<file path="src/rtl/argmax_pkg.sv">
// Shared constants and types for the argmax classification stage.
// M values per frame, T-bit signed data, IDXW-bit index into the frame.
// res_t bundles one result (index + value) for the output holding register.
package argmax_pkg;

  localparam int M    = 6;
  localparam int T    = 16;
  localparam int IDXW = $clog2(M);

  typedef logic signed [T-1:0] val_t;
  typedef logic [IDXW-1:0]     idx_t;

  typedef struct packed {
    idx_t idx;
    val_t val;
  } res_t;

  // Position of the final element in a frame.
  localparam idx_t LAST_IDX = idx_t'(M - 1);

endpackage

</file>
<file path="src/rtl/stream_out_reg.sv">
// Single-entry valid/ready holding register for one argmax result.
// Latency: 1 cycle from load to full. Backpressure: contents held while full && !drain.
// Ports: clk, reset (async active-low), load/next_res (write), drain (downstream ready),
//        full (entry valid), res (held result).
module stream_out_reg
  import argmax_pkg::*;
(
  input  logic clk,
  input  logic reset,
  input  logic load,
  input  res_t next_res,
  input  logic drain,
  output logic full,
  output res_t res
);

  // A load on the same edge as a drain wins: the entry is replaced and stays full.
  always_ff @(posedge clk or negedge reset) begin
    if (!reset) begin
      full <= 1'b0;
      res  <= '0;
    end else if (load) begin
      full <= 1'b1;
      res  <= next_res;
    end else if (drain) begin
      full <= 1'b0;
    end
  end

endmodule

</file>
<file path="src/rtl/argmax_6_16.sv">
// Streaming argmax over frames of M signed T-bit values; one (index, max) result per frame.
// Latency: result valid the cycle after the last element is accepted; one frame per M cycles.
// Backpressure: elements 0..M-2 always accepted; only the last element stalls on a pending result.
// Ports: clk, reset (async active-low), s_valid/s_ready/data_in (input stream),
//        m_valid/m_ready/idx_out/max_out (result stream).
// Build option: define ARGMAX_RELU_EN to clamp negative inputs to 0 before compare and storage.
module argmax_6_16
  import argmax_pkg::*;
(
  input  logic            clk,
  input  logic            reset,
  input  logic            s_valid,
  output logic            s_ready,
  input  logic [T-1:0]    data_in,
  output logic            m_valid,
  input  logic            m_ready,
  output logic [IDXW-1:0] idx_out,
  output logic [T-1:0]    max_out
);

  idx_t cnt;
  idx_t best_idx;
  val_t best_val;
  val_t val_in;
  logic last;
  logic take;
  logic gt;
  logic load;
  logic full;
  res_t next_res;
  res_t res;

`ifdef ARGMAX_RELU_EN
  assign val_in = data_in[T-1] ? '0 : val_t'(data_in);
`else
  assign val_in = val_t'(data_in);
`endif

  assign last    = (cnt == LAST_IDX);
  // Only the last element needs a free output slot; it may use the slot being drained.
  assign s_ready = !last || !full || m_ready;
  assign take    = s_valid && s_ready;
  assign load    = take && last;
  // Signed, strict: equal values keep the earlier (lower) index.
  assign gt      = (val_in > best_val);

  // The final compare bypasses the running registers straight into the output register.
  always_comb begin
    next_res = '0;
    if (gt) begin
      next_res.idx = cnt;
      next_res.val = val_in;
    end else begin
      next_res.idx = best_idx;
      next_res.val = best_val;
    end
  end

  always_ff @(posedge clk or negedge reset) begin
    if (!reset) begin
      cnt      <= '0;
      best_idx <= '0;
      best_val <= '0;
    end else if (take) begin
      cnt <= last ? '0 : cnt + 1'b1;
      if (cnt == '0) begin
        best_val <= val_in;
        best_idx <= '0;
      end else if (gt) begin
        best_val <= val_in;
        best_idx <= cnt;
      end
    end
  end

  stream_out_reg u_out (
    .clk      (clk),
    .reset    (reset),
    .load     (load),
    .next_res (next_res),
    .drain    (m_ready),
    .full     (full),
    .res      (res)
  );

  assign m_valid = full;
  assign idx_out = res.idx;
  assign max_out = res.val;

endmodule

</file>
<file path="config.mk">
export PLATFORM = sky130hd
export DESIGN_NAME = argmax_6_16
export DESIGN_NICKNAME = d
export VERILOG_FILES = /design/src/rtl/argmax_pkg.sv /design/src/rtl/stream_out_reg.sv /design/src/rtl/argmax_6_16.sv
export SDC_FILE = /design/constraint.sdc
export NUM_CORES = 1
export LEC_CHECK = 0
export BUFFER_PORTS_ARGS = -buffer_cell sky130_fd_sc_hd__clkbuf_2
export CORE_MARGIN = 4
export CORE_UTILIZATION = 40
export CTS_CLUSTER_DIAMETER = 60
export DETAILED_ROUTE_END_ITERATION = 16
export GPL_ROUTABILITY_DRIVEN = 0
export SLEW_MARGIN = 0
export SYNTH_ARGS = -nofsm -noshare
export SYNTH_HDL_FRONTEND = slang
export SYNTH_HIERARCHICAL = 1
export SYNTH_SLANG_ARGS = --single-unit
</file>
<file path="constraint.sdc">
create_clock -name clk -period 3.8 [get_ports clk]
set_clock_uncertainty 0.15 [all_clocks]
set_input_delay 0 -clock clk [delete_from_list [all_inputs] [get_ports clk]]
set_output_delay 0 -clock clk [all_outputs]
set_load 0.01 [all_outputs]
</file>
==> results.cfg, run 1 <==
[status]
outcome = completed

[clock_tree]
numCtsBuffers = 5
cts_setup_buffers = 0
cts_tree = built
cts_buffer_depth = 2
cts_resized = 0
h-tree-depth = 2
clock_sinks = 42
postCtsHoldBufs = 19
clock_latency_ns = 0.29
root_buffer = clkbuf_8
clk_pin_slew_ns = 0.08

[grt]
grt_pass1_vias = 1586
top_usage_layer = met2
grt_use_met1 = 0.166
use_met2 = 0.192
grt.met3_usage = 0.0298
grt_pass1_wl_um = 7270
grt-ovfl-total = 0
grt_use_total = 0.123
grt_start_max_net_pins = 43
antenna_found_initial = 0

[timing]
tns_ns = 0
finalHoldViolCount = 0
rsz0062_at_grt = false
setup-violations-final = 0
worst_pin_slew_ns = 1.05
slew-limit-headroom = 0.301
holdWs_ns = 0.278
fin_crit_sh = 0.781
slew_violations = 0
min_period_ns = 2.97
max_freq_mhz = 337

[yosys]
yosysSeqAreaShare = 0.432
yosys.cell_count.top_type = dfrtp_1
synth_commonest_cells = dfrtp_1, mux2_4, mux2_2
avgSynthCellArea_sq_um = 12.9
synth.top_cells.by_area = dfrtp_1, mux2_4, mux2_2
synth_edf_count = 0
synth-main-ff-cell = dfrtp_1
synth_top_cell_by_area = dfrtp_1
syn-num-nets = 225
async_flop_share = 1.00
synth.distinct_cells = 31
synth_warnings = 6
synthCells = 189
netlist_area_sq_um = 2430
synth-seq-cells = 42
synth_top_area_frac = 0.432

[floorplan]
rows = 28
floorplan.initialDensity = 0.411
core_sq_um = 5920
dieArea_sq_um = 7400
ioPinCount = 41
chipWidth_um = 86
dieHeight_um = 86

[worst_setup_path]
cp-end-kind = flop
arrival_ns = 2.99
startpoint_type = flop
crit_type = flop to flop
cp_max_fo = 16
crit_required_ns = 3.83

[route]
first_pass_iters = 3
wirelength_um = 4190
via_per_inst = 4.74
final_antenna_net_count = 0
wl_per_cell_um = 12.7
dr_total_vias = 1560
drt-initial-drc-count = 22
drc = 0

[min_path]
worst_hold_path_type = input pin to async pin

[placement]
io_buffer_count = 40
post_dp_cell_area_sq_um = 2690
hpwl_um = 3040

[finish]
nNetsFinal = 289
drive_gt1_frac = 0.437
final_area_sq_um = 2990
n_antenna_cell = 0
areaGrowthSynthToFinish_pct = 22.8
fin_util = 0.505

[job]
maxCapViolCount = 0

[power]
power.total_mw = 2.24
p_leak_nw = 1.51
p_per_area_nw_per_um2 = 749
ir_worst_vdd_v = 0.000276
-- per-layer routing --
| metal | share of wire | up-vias |
|---|---|---|
| li1 | - | 786 |
| met1 | 0.51 | 742 |
| met2 | 0.44 | 27 |
| met3 | 0.041 | 5 |
| met4 | 0.013 | 0 |
| met5 | 0 | - |
-- area by class of cell --
class | count | area, sq um
Tap cell | 75 | 93.8
Inverter | 22 | 82.6
Sequential cell | 42 | 1050
Fill cell | 533 | 2930
Timing Repair Buffer | 62 | 413
Clock buffer | 8 | 110
Multi-Input combinational cell | 120 | 1240
-- worst max-delay path, stage by stage, from the launching register on --
cell and delay [ns]:
dfrtp_1 0.36, inv_1 0.05, ha_1 0.30, nand4_1 0.16
nor4_1 0.34, a21bo_2 0.28, a21o_1 0.22, a31oi_4 0.58
mux2_2 0.40
-- power breakdown --
| part | internal (mW) | total (mW) | switching, mW |
|---|---|---|---|
| clock network | 0.183 | 0.332 | 0.149 |
| logic | 0.652 | 1.10 | 0.451 |
| registers | 0.665 | 0.802 | 0.137 |
-- sequential cells by signal (all words and copies together), names as in the netlist --
name and flops:
best_idx 3, best_val 16, cnt 3, u_out/full 1, u_out/res 19
-- final timing paths --
kind                               start             to  slack, ns  cells after the start
min reg2reg                u_out/res[11]  u_out/res[11]       0.36                      1
min                                reset  u_out/res[12]       0.28                      2
max reg2reg                 best_val[15]   best_val[11]       0.83                      8
min in group clk           u_out/res[11]  u_out/res[11]       0.36                      1
max                         best_val[15]   best_val[11]       0.83                      8
max in group asynchronous          reset   u_out/res[1]       2.58                      2
-- logic make-up after synthesis --
logic type | after synthesis | synth area share
AO/OA/AOI/OAI | 17 | 0.0488
adder cells (fa/ha/maj) | 16 | 0.0823
buffers and inverters | 27 | 0.0607
flip-flops | 42 | 0.432
multiplexers | 58 | 0.312
AND/OR/NAND/NOR | 29 | 0.0648
-- cells in the final DEF, fill, tap and decap left out, drive strengths merged, types with 2 or more instances in the layout --
cell	instances
a21o	3
a21oi	6
and3	2
buf	3
clkbuf	48
dfrtp	42
dlygate4sd3	19
ha	16
inv	22
mux2	55
mux2i	3
nand2	9
nand3	5
nand3b	2
nand4	2
nor2	4
o21ai	4
-- stage by stage --
step           std cells  setup WS (ns)
2_1_floorplan        189           1.03
3_3_place_gp         302          0.887
3_5_place_dp         302          0.797
4_1_cts              329          0.782
5_1_grt              329          0.622
6_report             329          0.833
No activity file was read; power rests on OpenSTA's default activity.
==> inputs of run 2 (changes only) <==
==> constraint.sdc (replaced) <==
create_clock -name clk -period 2.7 [get_ports clk]
set_clock_uncertainty 0.15 [all_clocks]
set_input_delay 0 -clock clk [delete_from_list [all_inputs] [get_ports clk]]
set_output_delay 0 -clock clk [all_outputs]
set_load 0.01 [all_outputs]
==> results.cfg, run 2 (synthesized netlist as in run 1, its figures left out) <==
[status]
outcome = finished with violations
violations = setup timing

[timing]
setup_ws_ns = -0.0484
slew-limit-headroom = 0.289
min_period_ns = 2.75
worst_pin_slew_ns = 1.07
tns_ns = -0.307
max_freq_mhz = 364
rsz0062_at_grt = true
finalHoldViolCount = 0
fin_crit_sh = 1.02
setup-violations-final = 11
slew_violations = 0

[grt]
antenna_found_initial = 0
grt_pass1_vias = 1732
grt_pass1_wl_um = 7980
grt-ovfl-total = 0
grt_start_max_net_pins = 43
grt_use_total = 0.138

[finish]
regMostFlops = u_out/res
areaGrowthSynthToFinish_pct = 31.3
drive_gt1_frac = 0.476
nNetsFinal = 306
reg_top3 = u_out/res x19, best_val x16
fin_util = 0.540
n_antenna_cell = 0
final_common_cell = dfrtp_1
final_cell_mix = dfrtp_1, clkbuf_2, mux2_4, inv_1, dlygate4sd3_1
largest_reg_flops = 19

[floorplan]
dieHeight_um = 86
core_sq_um = 5920
ioPinCount = 41
chipWidth_um = 86
rows = 28
floorplan.initialDensity = 0.411
dieArea_sq_um = 7400

[worst_setup_path]
r2r_setup_slack_ns = -0.05
critPathMaxStageDelay_ns = 0.36
cp_slowest_cell = dfrtp_1
cp-end-kind = flop
path_delay_family = multiplexers
worstPathCellList = inv_1 > ha_1 > nand4_1 > nor4_2 > a21bo_2 > a21o_1 > nand3b_1 > buf_4 > buf_6 > mux2_2 > mux2_4
cp_num_buf_inv = 3
arrival_ns = 2.78
r2r_end = u_out/res[12]
r2r_start = best_val[8]
reg2reg_depth = 11
cp_max_fo = 5
crit_required_ns = 2.73
startpoint_type = flop
crit_type = flop to flop

[route]
wirelength_um = 4730
drc = 0
via_per_inst = 4.84
dr_total_vias = 1676
final_antenna_net_count = 0
wl_per_cell_um = 13.7
drt-initial-drc-count = 45
first_pass_iters = 4

[clock_tree]
cts_buffer_depth = 2
h-tree-depth = 2
root_buffer = clkbuf_8
clock_sinks = 42
clock_latency_ns = 0.29
clk_pin_slew_ns = 0.08
numCtsBuffers = 5
cts_tree = built

[power]
p_leak_nw = 1.63
p_per_area_nw_per_um2 = 1090
ir_worst_vdd_v = 0.000567

[placement]
hpwl_um = 3210
io_buffer_count = 40

[min_path]
worst_hold_path_type = input pin to async pin

[job]
maxCapViolCount = 0
## run 2: how the worst max path moves through the flow
stage,cells after the start,end,startpoint
5_1_grt,11,u_out/res[7],best_val[8]
3_3_place_gp,10,u_out/res[14],best_val[10]
2_1_floorplan,11,u_out/res[10],best_val[11]
3_5_place_dp,10,u_out/res[17],best_val[9]
6_report,11,u_out/res[12],best_val[8]
4_1_cts,11,u_out/res[7],best_val[10]
## run 2: final cells by class
class | count | area (sq um)
Sequential cell | 42 | 1050
Tap cell | 75 | 93.8
Clock buffer | 7 | 76.3
Multi-Input combinational cell | 120 | 1300
Clock inverter | 1 | 30.0
Timing Repair Buffer | 79 | 562
Inverter | 22 | 82.6
Fill cell | 524 | 2730
## run 2: stage by stage
stage	total power, mW	std cells	hold slack (ns)	cell area (sq um)	setup slack (ns)
4_1_cts	3.49	345	0.322	3160	-0.0428
6_report	3.49	346	0.269	3190	-0.0484
2_1_floorplan	2.37	189	-0.446	2440	0.00224
3_3_place_gp	2.79	313	0.105	2770	-0.00000511
3_5_place_dp	2.81	313	0.108	2770	-0.0489
5_1_grt	3.77	346	0.367	3190	-0.179
## run 2: where the power goes
part | internal, mW | total, mW | switching [mW]
sequential | 0.936 | 1.14 | 0.201
clock | 0.277 | 0.492 | 0.216
combinational | 1.13 | 1.86 | 0.730
total | 2.35 | 3.49 | 1.15
## run 2: worst register-to-register path, cell delays in order (launching register included)
cell	delay, ns
dfrtp_1	0.36
inv_1	0.05
ha_1	0.27
nand4_1	0.14
nor4_2	0.29
a21bo_2	0.27
a21o_1	0.17
nand3b_1	0.09
buf_4	0.13
buf_6	0.12
mux2_2	0.34
mux2_4	0.25
## run 2: what timing repair did
| action | in CTS | in global routing |
|---|---|---|
| endpoints found under the setup margin | 22 | 35 |
| pin swaps | 0 | 2 |
| hold endpoints to repair | 77 | 0 |
| gates cloned | 1 | 0 |
| buffers inserted | 3 | 1 |
| gates resized for setup | 12 | 6 |
| hold buffers | 20 | 0 |
## run 2: routing by layer
metal  wire length, um  up-vias  track usage  part of all wire
li1                  -      818            -                 -
met1              2330      820        0.184              0.49
met2              2150       31        0.217              0.45
met3               181        7       0.0298             0.038
met4                73        0       0.0561             0.015
met5                 0        -            0                 0
==> inputs of run 3 (changes only) <==
--- a/config.mk
+++ b/config.mk
@@ -10,7 +10,7 @@
 export CORE_UTILIZATION = 40
 export CTS_CLUSTER_DIAMETER = 60
 export DETAILED_ROUTE_END_ITERATION = 16
-export GPL_ROUTABILITY_DRIVEN = 0
+export RECOVER_POWER = 25
 export SLEW_MARGIN = 0
 export SYNTH_ARGS = -nofsm -noshare
 export SYNTH_HDL_FRONTEND = slang
==> results.cfg, run 3 (synthesized netlist as in run 1, its figures left out) <==
[status]
outcome = finished with violations
violations = setup timing

[timing]
slew-limit-headroom = 0.288
setup-violations-final = 11
fin_crit_sh = 1.02
worst_pin_slew_ns = 1.07
slew_violations = 0
setup_ws_ns = -0.0480
min_period_ns = 2.75
finalHoldViolCount = 0
max_freq_mhz = 364
rsz0062_at_grt = true

[grt]
antenna_found_initial = 0
grt_pass1_vias = 1732
grt-ovfl-total = 0
grt_use_total = 0.138
grt_start_max_net_pins = 43
grt_pass1_wl_um = 7980

[clock_tree]
clock_latency_ns = 0.29
cts_buffer_depth = 2
root_buffer = clkbuf_8
clock_sinks = 42
cts_tree = built
clk_pin_slew_ns = 0.08
h-tree-depth = 2
numCtsBuffers = 5

[route]
first_pass_iters = 4
drc = 0
wirelength_um = 4750
wl_per_cell_um = 13.7
final_antenna_net_count = 0
via_per_inst = 4.86
dr_total_vias = 1682
drt-initial-drc-count = 38

[finish]
fin_cells = 346
reg_top3 = u_out/res x19, best_val x16
fin_util = 0.536
seqCellArea_sq_um = 1050
multi_input_area_sq_um = 1300
fillers = 531
largest_reg_flops = 19
regMostFlops = u_out/res
drive_gt1_frac = 0.413
n_antenna_cell = 0
areaGrowthSynthToFinish_pct = 30.4
final_common_cell = dfrtp_1
final_cell_mix = dfrtp_1, mux2_4, clkbuf_2, inv_1, dlygate4sd3_1
nNetsFinal = 306

[placement]
hpwl_um = 3210
io_buffer_count = 40
gp_congestion = 0.743
pre_cts_ws_ns = -0.0489
dp_cells = 313

[floorplan]
rows = 28
chipWidth_um = 86
floorplan.initialDensity = 0.411
dieHeight_um = 86
core_sq_um = 5920
ioPinCount = 41
dieArea_sq_um = 7400

[job]
maxCapViolCount = 0

[power]
power.total_mw = 3.46
p_per_area_nw_per_um2 = 1090
p_leak_nw = 1.57
ir_worst_vdd_v = 0.000562

[worst_setup_path]
cp-end-kind = flop
startpoint_type = flop
crit_required_ns = 2.73
arrival_ns = 2.78
crit_type = flop to flop
r2r_setup_slack_ns = -0.05
cp_max_fo = 5

[min_path]
worst_hold_path_type = input pin to async pin
-- run 3: area by class of cell --
cell class	instances	share of cell area
Multi-Input combinational cell	120	0.409
Clock buffer	7	0.0241
Tap cell	75	0.0296
Clock inverter	1	0.00946
Timing Repair Buffer	79	0.170
Inverter	22	0.0260
Sequential cell	42	0.331
-- run 3: routing by layer --
layer | track usage | part of all wire | vias to the layer above
met3 | 0.0298 | 0.040 | 7
met5 | 0 | 0 | -
met4 | 0.0561 | 0.015 | 0
met1 | 0.184 | 0.49 | 821
li1 | - | - | 819
met2 | 0.217 | 0.45 | 35
-- run 3: power breakdown --
part,internal [mW],total (mW),leakage [nW],switching (mW)
registers,0.936,1.13,0.505,0.199
clock network,0.277,0.493,0.0524,0.216
logic,1.10,1.83,1.02,0.731
total,2.31,3.46,1.57,1.15
-- run 3: metrics by stage --
step	hold slack [ns]	area [sq um]	setup TNS, ns
floorplan	-0.446	2440	0
global placement	0.105	2770	-0.00000511
detailed placement	0.108	2770	-0.649
CTS	0.322	3160	-0.349
global route	0.367	3170	-3.83
finish	0.269	3170	-0.308
-- run 3: path summary, 6_finish.rpt --
path	start	end	cells after the start
max	best_val[8]	u_out/res[12]	11
min	reset	best_val[12]	2
max reg2reg	best_val[8]	u_out/res[12]	11
min reg2reg	u_out/res[7]	u_out/res[7]	1
max in group asynchronous	reset	best_val[13]	2
min in group clk	u_out/res[7]	u_out/res[7]	1
-- run 3: worst max-delay path, stage by stage, from the launching register on --
cell and delay (ns):
dfrtp_1 0.36, inv_1 0.05, ha_1 0.27, nand4_1 0.14, nor4_2 0.29, a21bo_2 0.27
a21o_1 0.17, nand3b_1 0.09, buf_4 0.13, buf_6 0.12, mux2_2 0.34, mux2_4 0.25
-- run 3: repair_timing --
action	4_1_cts	5_1_grt
resized for setup	12	6
cloned	1	0
hold buffers	20	0
endpoints found under the hold margin	77	0
setup endpoints to repair	22	35
setup buffers	3	1
pin swaps	0	2
